[src/rtl/uart_tx_pkg.sv]
// Shared definitions for the memory-mapped UART transmitter: register offsets,
// serialiser state encoding, STATUS bit layout and small helpers.
package uart_tx_pkg;

    localparam logic [1:0] OFF_TXDATA  = 2'd0;
    localparam logic [1:0] OFF_STATUS  = 2'd1;
    localparam logic [1:0] OFF_BAUDDIV = 2'd2;
    localparam logic [1:0] OFF_CTRL    = 2'd3;

    typedef enum logic [1:0] {
        IDLE  = 2'd0,
        START = 2'd1,
        DATA  = 2'd2,
        STOP  = 2'd3
    } tx_state_t;

    localparam int STAT_FULL    = 0;
    localparam int STAT_EMPTY   = 1;
    localparam int STAT_BUSY    = 2;
    localparam int STAT_OVF     = 3;
    localparam int STAT_CNT_LSB = 4;

    localparam int DIV_W = 16;
    localparam logic [DIV_W-1:0] MIN_DIV = 16'd2;

    // The count field is only four bits wide, so deeper FIFOs read as 15.
    function automatic logic [3:0] sat_count(input logic [31:0] c);
        return (c > 32'd15) ? 4'd15 : c[3:0];
    endfunction

    // A divider below two would leave no room for the bit timer to count.
    function automatic logic [DIV_W-1:0] clamp_div(input logic [DIV_W-1:0] d);
        return (d < MIN_DIV) ? MIN_DIV : d;
    endfunction

endpackage

[src/rtl/uart_tx_fifo_port_if.sv]
// Decoder-side bus slot shared by the memory-mapped peripherals.
// A transfer occurs on every rising clk edge with Select high: Write=1 is a store
// of DataIn, Write=0 a load; there are no wait states and DataOut is valid in the
// same cycle (combinational from Address/Select), reading 0 when Select is low.
interface uart_tx_fifo_port_if #(
    parameter int DATA_LENGTH = 32
);
    logic [31:0]            Address;
    logic [DATA_LENGTH-1:0] DataIn;
    logic [DATA_LENGTH-1:0] DataOut;
    logic                   Select;
    logic                   Write;

    modport master (
        output Address,
        output DataIn,
        output Select,
        output Write,
        input  DataOut
    );

    modport slave (
        input  Address,
        input  DataIn,
        input  Select,
        input  Write,
        output DataOut
    );
endinterface

[src/rtl/sync_fifo_param.sv]
// Single-clock FIFO with wrapping pointers and an explicit occupancy count.
// A push while full is accepted only when a pop happens on the same edge.
module sync_fifo_param #(
    parameter int WIDTH = 8,
    parameter int DEPTH = 8,
    localparam int AW = $clog2(DEPTH),
    localparam int CW = AW + 1
) (
    input  logic             clk,
    input  logic             rst,
    input  logic             push,
    input  logic             pop,
    input  logic [WIDTH-1:0] din,
    output logic [WIDTH-1:0] dout,
    output logic             full,
    output logic             empty,
    output logic [CW-1:0]    count
);

    logic [WIDTH-1:0] mem [DEPTH];
    logic [AW-1:0]    rd_ptr;
    logic [AW-1:0]    wr_ptr;
    logic             pop_ok;
    logic             push_ok;

    assign full    = (count == CW'(DEPTH));
    assign empty   = (count == '0);
    assign pop_ok  = pop && !empty;
    assign push_ok = push && (!full || pop_ok);
    assign dout    = mem[rd_ptr];

    always_ff @(posedge clk or negedge rst) begin
        if (!rst) begin
            rd_ptr <= '0;
            wr_ptr <= '0;
            count  <= '0;
        end else begin
            if (push_ok) wr_ptr <= wr_ptr + AW'(1);
            if (pop_ok)  rd_ptr <= rd_ptr + AW'(1);
            case ({push_ok, pop_ok})
                2'b10:   count <= count + CW'(1);
                2'b01:   count <= count - CW'(1);
                default: count <= count;
            endcase
        end
    end

    // Storage needs no reset: the count alone defines which entries are valid.
    always_ff @(posedge clk) begin
        if (push_ok) mem[wr_ptr] <= din;
    end

endmodule

[src/rtl/uart_tx_fifo_port.sv]
// Memory-mapped 8N1 UART transmitter: CPU stores fill a TX FIFO, a per-frame
// latched baud divider paces the serialiser, status/divider/control are readable.
module uart_tx_fifo_port
    import uart_tx_pkg::*;
#(
    parameter int DATA_LENGTH = 32,
    parameter int FIFO_DEPTH  = 8,
    parameter int CLK_FREQ    = 50_000_000,
    parameter int BAUD        = 115200,
    parameter int DEFAULT_DIV = CLK_FREQ / BAUD
) (
    input  logic                clk,
    input  logic                rst,
    uart_tx_fifo_port_if.slave  bus,
    output logic                tx,
    output tx_state_t           state
);

    localparam int CW = $clog2(FIFO_DEPTH) + 1;
    localparam logic [DIV_W-1:0] RESET_DIV = DIV_W'(DEFAULT_DIV);

    logic [1:0]       offset;
    logic             wr_en;
    logic             push;
    logic             pop;
    logic [7:0]       head;
    logic             full;
    logic             empty;
    logic [CW-1:0]    fifo_count;

    logic             ovf;
    logic             en;
    logic [DIV_W-1:0] baud_div;

    logic [DIV_W-1:0] div_q;
    logic [DIV_W-1:0] bit_timer;
    logic [2:0]       bit_idx;
    logic [7:0]       shift;
    logic             timer_zero;
    logic             tx_next;
    logic             busy;

    logic [DATA_LENGTH-1:0] rdata;
    logic                   unused_bus;

    assign offset = bus.Address[3:2];
    assign wr_en  = bus.Select && bus.Write;
    assign push   = wr_en && (offset == OFF_TXDATA);
    assign busy   = (state != IDLE);
    assign unused_bus = ^{bus.Address[31:4], bus.Address[1:0], bus.DataIn[DATA_LENGTH-1:16]};

    sync_fifo_param #(
        .WIDTH (8),
        .DEPTH (FIFO_DEPTH)
    ) u_fifo (
        .clk   (clk),
        .rst   (rst),
        .push  (push),
        .pop   (pop),
        .din   (bus.DataIn[7:0]),
        .dout  (head),
        .full  (full),
        .empty (empty),
        .count (fifo_count)
    );

    // A new frame can start from IDLE or on the very edge the stop bit ends.
    assign timer_zero = (bit_timer == '0);
    assign pop = en && !empty && ((state == IDLE) || (state == STOP && timer_zero));

    always_ff @(posedge clk or negedge rst) begin
        if (!rst) begin
            ovf      <= 1'b0;
            en       <= 1'b1;
            baud_div <= RESET_DIV;
        end else begin
            if (wr_en && offset == OFF_STATUS) begin
                ovf <= 1'b0;
            end else if (push && full && !pop) begin
                ovf <= 1'b1;
            end
            if (wr_en && offset == OFF_BAUDDIV) baud_div <= clamp_div(bus.DataIn[15:0]);
            if (wr_en && offset == OFF_CTRL)    en       <= bus.DataIn[0];
        end
    end

    always_comb begin
        tx_next = 1'b1;
        case (state)
            START:   tx_next = 1'b0;
            DATA:    tx_next = shift[0];
            default: tx_next = 1'b1;
        endcase
    end

    // tx follows the state one edge later, so the line comes straight off a flop.
    always_ff @(posedge clk or negedge rst) begin
        if (!rst) begin
            state     <= IDLE;
            div_q     <= RESET_DIV;
            bit_timer <= '0;
            bit_idx   <= '0;
            shift     <= '0;
            tx        <= 1'b1;
        end else begin
            tx <= tx_next;
            case (state)
                IDLE: begin
                    if (pop) begin
                        shift     <= head;
                        div_q     <= baud_div;
                        bit_timer <= baud_div - DIV_W'(1);
                        state     <= START;
                    end
                end
                START: begin
                    if (timer_zero) begin
                        bit_timer <= div_q - DIV_W'(1);
                        bit_idx   <= '0;
                        state     <= DATA;
                    end else begin
                        bit_timer <= bit_timer - DIV_W'(1);
                    end
                end
                DATA: begin
                    if (timer_zero) begin
                        bit_timer <= div_q - DIV_W'(1);
                        shift     <= shift >> 1;
                        if (bit_idx == 3'd7) begin
                            state <= STOP;
                        end else begin
                            bit_idx <= bit_idx + 3'd1;
                        end
                    end else begin
                        bit_timer <= bit_timer - DIV_W'(1);
                    end
                end
                STOP: begin
                    if (timer_zero) begin
                        if (pop) begin
                            shift     <= head;
                            div_q     <= baud_div;
                            bit_timer <= baud_div - DIV_W'(1);
                            state     <= START;
                        end else begin
                            state <= IDLE;
                        end
                    end else begin
                        bit_timer <= bit_timer - DIV_W'(1);
                    end
                end
                default: state <= IDLE;
            endcase
        end
    end

    always_comb begin
        rdata = '0;
        if (bus.Select) begin
            case (offset)
                OFF_STATUS: begin
                    rdata[STAT_FULL]              = full;
                    rdata[STAT_EMPTY]             = empty;
                    rdata[STAT_BUSY]              = busy;
                    rdata[STAT_OVF]               = ovf;
                    rdata[STAT_CNT_LSB +: 4]      = sat_count(32'(fifo_count));
                end
                OFF_BAUDDIV: rdata[DIV_W-1:0] = baud_div;
                OFF_CTRL:    rdata[0]         = en;
                default:     rdata            = '0;
            endcase
        end
    end

    assign bus.DataOut = rdata;

endmodule

[src/flat_wrapper.sv]
// flat-port wrapper written by rule: the top's interface ports become plain ports
module uart_tx_fifo_port_flat import uart_tx_pkg::*;
#(
    parameter int DATA_LENGTH = 32,
    parameter int FIFO_DEPTH  = 8,
    parameter int CLK_FREQ    = 50_000_000,
    parameter int BAUD        = 115200,
    parameter int DEFAULT_DIV = CLK_FREQ / BAUD
)
  (clk, rst, tx, state, bus_Address, bus_DataIn, bus_Select, bus_Write, bus_DataOut);
  uart_tx_fifo_port_if #(.DATA_LENGTH(DATA_LENGTH)) bus_i ();
  input  logic clk;
  input  logic rst;
  output logic tx;
  output tx_state_t state;
  input wire logic [$bits(bus_i.Address)-1:0] bus_Address;
  input wire logic [$bits(bus_i.DataIn)-1:0] bus_DataIn;
  input wire logic [$bits(bus_i.Select)-1:0] bus_Select;
  input wire logic [$bits(bus_i.Write)-1:0] bus_Write;
  output wire logic [$bits(bus_i.DataOut)-1:0] bus_DataOut;
  assign bus_i.Address = bus_Address;
  assign bus_i.DataIn = bus_DataIn;
  assign bus_i.Select = bus_Select;
  assign bus_i.Write = bus_Write;
  assign bus_DataOut = bus_i.DataOut;
  uart_tx_fifo_port #(.DATA_LENGTH(DATA_LENGTH), .FIFO_DEPTH(FIFO_DEPTH), .CLK_FREQ(CLK_FREQ), .BAUD(BAUD), .DEFAULT_DIV(DEFAULT_DIV)) u_core (.clk(clk), .rst(rst), .bus(bus_i), .tx(tx), .state(state));
endmodule
[config.mk]
export PLATFORM = sky130hd
export DESIGN_NAME = uart_tx_fifo_port_flat
export DESIGN_NICKNAME = d
export VERILOG_FILES = /design/src/rtl/uart_tx_pkg.sv /design/src/rtl/uart_tx_fifo_port_if.sv /design/src/rtl/sync_fifo_param.sv /design/src/rtl/uart_tx_fifo_port.sv /design/src/flat_wrapper.sv
export SDC_FILE = /design/constraint.sdc
export NUM_CORES = 1
export LEC_CHECK = 0
export ABC_AREA = 1
export CAP_MARGIN = 10
export CORE_MARGIN = 1
export CORE_UTILIZATION = 50
export DETAILED_ROUTE_END_ITERATION = 7
export PLACE_DENSITY_LB_ADDON = 0.15
export SLEW_MARGIN = 20
export SYNTH_ARGS = -nofsm -noshare
export SYNTH_HDL_FRONTEND = slang
export SYNTH_SLANG_ARGS = --single-unit
[constraint.sdc]
create_clock -name clk -period 2.3 [get_ports clk]
set_input_delay 0.46 -clock clk [delete_from_list [all_inputs] [get_ports clk]]
set_output_delay 0.46 -clock clk [all_outputs]
set_load 0.005 [all_outputs]
==> results.sh <==
export IMPL_rows=44
export IMPL_hp_class="reg2reg"
export IMPL_wl_um=18400
export IMPL_fillers=1244
export IMPL_period_minus_slack_ns=2.28
export IMPL_syn_to_final_growth_pct=23.3
export IMPL_critPathKind="reg2reg"
export IMPL_p_per_area_nw_per_um2=1240
export IMPL_critPathLaunchType="flop"
export IMPL_dp_hpwl_um=13200
export IMPL_drc=0
export IMPL_place_inst=1146
export IMPL_syn_avg_cell_area_um2=8.45
export IMPL_routed_via_density=5.30
export IMPL_clk_pin_slew_ns=0.06
export IMPL_clock_sinks=138
export IMPL_yosys_warnings=0
export IMPL_drt_pass1_iter_count=5
export IMPL_cts_max_level=4
export IMPL_leakage_nw=4.05
export IMPL_slew_headroom=0.662
export IMPL_maxCapViolCount=0
export IMPL_required_ns=2.45
export IMPL_die_x_um=125
export IMPL_worst_hold_slack_ns=0.479
export IMPL_num_vias=6299
export IMPL_area_sequential_um2=3790
export IMPL_grt_max_degree=48
export IMPL_yosysUniqueCellTypes=38
export IMPL_antenna_found_initial=0
export IMPL_gr_usage_met3=0.0485
export IMPL_drt_iter0_markers=520
export IMPL_portBuffers=40
export IMPL_pin_count=103
export IMPL_rsz0062_at_grt="true"
export IMPL_final_hold_viol_count=0
export IMPL_syn_inst=891
export IMPL_ys_seq_elements=138
export IMPL_fp_dieH_um=125
export IMPL_end_kind="flop"
export IMPL_antenna_cells=0
export IMPL_max_slew_worst_pin_slew_ns=0.505
export IMPL_clk_latency_ns=0.43
export IMPL_cts_tree="built"
export IMPL_grt_pass1_vias=5719
export IMPL_critPathMaxFanout=8
export IMPL_place_congestion=0.918
export IMPL_grt_ovfl_total=0
export IMPL_peakVddDrop_mv=0.650
export IMPL_multi_input_area_um2=3370
export IMPL_power_mw=11.5
export IMPL_use_met1=0.374
export IMPL_clock_path_buffers=2
export IMPL_setup_viol=0
export IMPL_syn_area_um2=7530
export IMPL_initial_core_util=0.516
export IMPL_dp_slack_ns=-0.353
export IMPL_post_dp_cell_area_um2=8500
export IMPL_drive_gt1_frac=0.162
export IMPL_fin_ws_ns=0.0242
export IMPL_finalNonFillerCells=1188
export IMPL_arrival_ns=2.42
export IMPL_fin_nets=1079
export IMPL_slew_violations=0
export IMPL_cts_root_buf="clkbuf_16"
export IMPL_drtAntennaViolNets=0
export IMPL_ys_seq_area_frac=0.503
export IMPL_stdcell_area_um2=9280
export IMPL_outcome="completed"
export IMPL_grt_pass1_wl_um=30000
export IMPL_cts_buffers=17
export IMPL_finalSetupTns_ns=0
export IMPL_grt_usage=0.250
export IMPL_grt_use_met2=0.370
export IMPL_core_area_um2=14600
export IMPL_finalCritPeriodShare=0.989
export IMPL_final_core_util=0.636
export IMPL_fin_worst_skew_ns=0.00818
export IMPL_drt_wirelength_per_cell_um=15.5
export IMPL_busiest_layer="met1"
export IMPL_die_area_um2=15600
export IMPL_max_clock_freq_ghz=0.439
==> worst paths after layout <==
| path | from | endpoint | slack (ns) | cells after the start |
|---|---|---|---|---|
| setup / recovery | u_core.bit_timer[1] | u_core.u_fifo.mem[4][6] | 0.02 | 14 |
| hold / removal | u_core.shift[5] | u_core.shift[5] | 0.48 | 2 |
| setup reg to reg | u_core.bit_timer[1] | u_core.u_fifo.mem[4][6] | 0.02 | 14 |
| hold reg to reg | u_core.shift[5] | u_core.shift[5] | 0.48 | 2 |
| max in group asynchronous | rst | u_core.en | 1.15 | 3 |
| min in group asynchronous | rst | u_core.bit_idx[1] | 0.50 | 2 |
==> critical path, stage by stage, from the launching register on <==
cell and delay (ns):
dfrtp_1 0.38, inv_2 0.08, ha_4 0.14, inv_4 0.04, nor2_4 0.09, nand2_2 0.06, nor2_4 0.12, nand2_4 0.10
nand2_4 0.09, nand2_4 0.07, a21oi_4 0.17, inv_2 0.05, or2_4 0.30, nor2_2 0.14, buf_12 0.14
==> cell usage after synthesis <==
cell      count  share of area
xor2_1       26          0.030
a22oi_1       3         0.0030
edfxtp_1     64           0.26
nand2_1     210           0.10
a21oi_4       1         0.0022
or2_4         1         0.0012
ha_1         20          0.033
buf_4        19          0.019
o221ai_1      3         0.0035
o21ai_0      97          0.064
nor2_1      105          0.052
nand4_1      11         0.0091
conb_1        1        0.00050
dfstp_2      12          0.042
mux2_2        1         0.0015
o211ai_1     10          0.010
a21oi_1      21          0.014
a31oi_1       1        0.00083
nor4_1        3         0.0025
nand3_1      58          0.039
o21ai_1      12         0.0080
a21oi_2       1         0.0012
nor3_1        9         0.0060
inv_1        71          0.035
clkbuf_1     18         0.0090
nor2_2        8         0.0066
buf_2         6         0.0040
nand3b_1      2         0.0020
nand2_4       3         0.0045
xnor2_1       3         0.0035
inv_2         4         0.0020
a32o_1        2         0.0027
nand2_2       2         0.0017
o21bai_1      3         0.0030
dfrtp_1      62           0.21
nor2_4        3         0.0045
clkinv_1      1        0.00050
o22ai_1      14          0.012
==> state kept, by name, indices dropped and copies added (netlist names), 2 cells and up <==
| signal | flops |
|---|---|
| u_core.u_fifo.rd_ptr | 3 |
| u_core.div_q | 16 |
| u_core.bit_timer | 16 |
| u_core.state | 2 |
| u_core.u_fifo.count | 4 |
| u_core.baud_div | 16 |
| u_core.u_fifo.mem | 64 |
| u_core.bit_idx | 3 |
| u_core.shift | 8 |
| u_core.u_fifo.wr_ptr | 3 |
==> power breakdown <==
group | internal [mW] | switching [mW] | total (mW)
Clock | 1.56 | 1.16 | 2.72
Sequential | 3.16 | 0.447 | 3.61
Combinational | 1.96 | 3.19 | 5.15
==> layer usage <==
layer | vias to the layer above | part of all wire | wire, um
li1 | 3164 | - | -
met1 | 2925 | 0.48 | 8820
met2 | 196 | 0.45 | 8230
met3 | 14 | 0.066 | 1220
met4 | 0 | 0.010 | 184
met5 | - | 0 | 0
==> kinds of logic (layout without fill, tap and decap cells) <==
logic type / count (synthesis) / count (layout) / share of synthesized area
muxes: 1 / 1 / 0.00150
and+or+nand+nor: 415 / 415 / 0.234
AOI/OAI and AO/OA: 168 / 168 / 0.124
other: 1 / 16 / 0.000498
DFF: 138 / 138 / 0.503
buffers and inverters: 119 / 217 / 0.0698
xor gates and xnor gates: 29 / 29 / 0.0337
adders and majority gates: 20 / 20 / 0.0332
==> layout make-up <==
type	count	area share
Sequential cell	138	0.408
Multi-Input combinational cell	649	0.363
Timing Repair Buffer	109	0.110
Clock buffer	18	0.0473
Inverter	76	0.0310
Tap cell	184	0.0248
Clock inverter	14	0.0159
==> cells in the final DEF, fill, tap and decap left out, types with 16 or more instances in the layout <==
cell type        netlist  routed
xor2_1                26      26
edfxtp_1              64      64
clkdlybuf4s50_1        0      28
nand2_1              210     202
a21oi_1               21      21
nor2_1               105     101
o21ai_0               97      96
conb_1                 1      16
buf_4                 19      57
dfrtp_1               62      62
inv_1                 71      63
nand3_1               58      57
clkbuf_16              0      17
==> timing repair <==
action / 4_1_cts / 5_1_grt
endpoints found under the hold margin: 26 / 0
setup endpoints to repair: 17 / 91
pin swaps: 1 / 13
hold buffers: 1 / 0
setup buffers: 3 / 6
resized for setup: 20 / 34
Power figures use the tool's default switching activity.
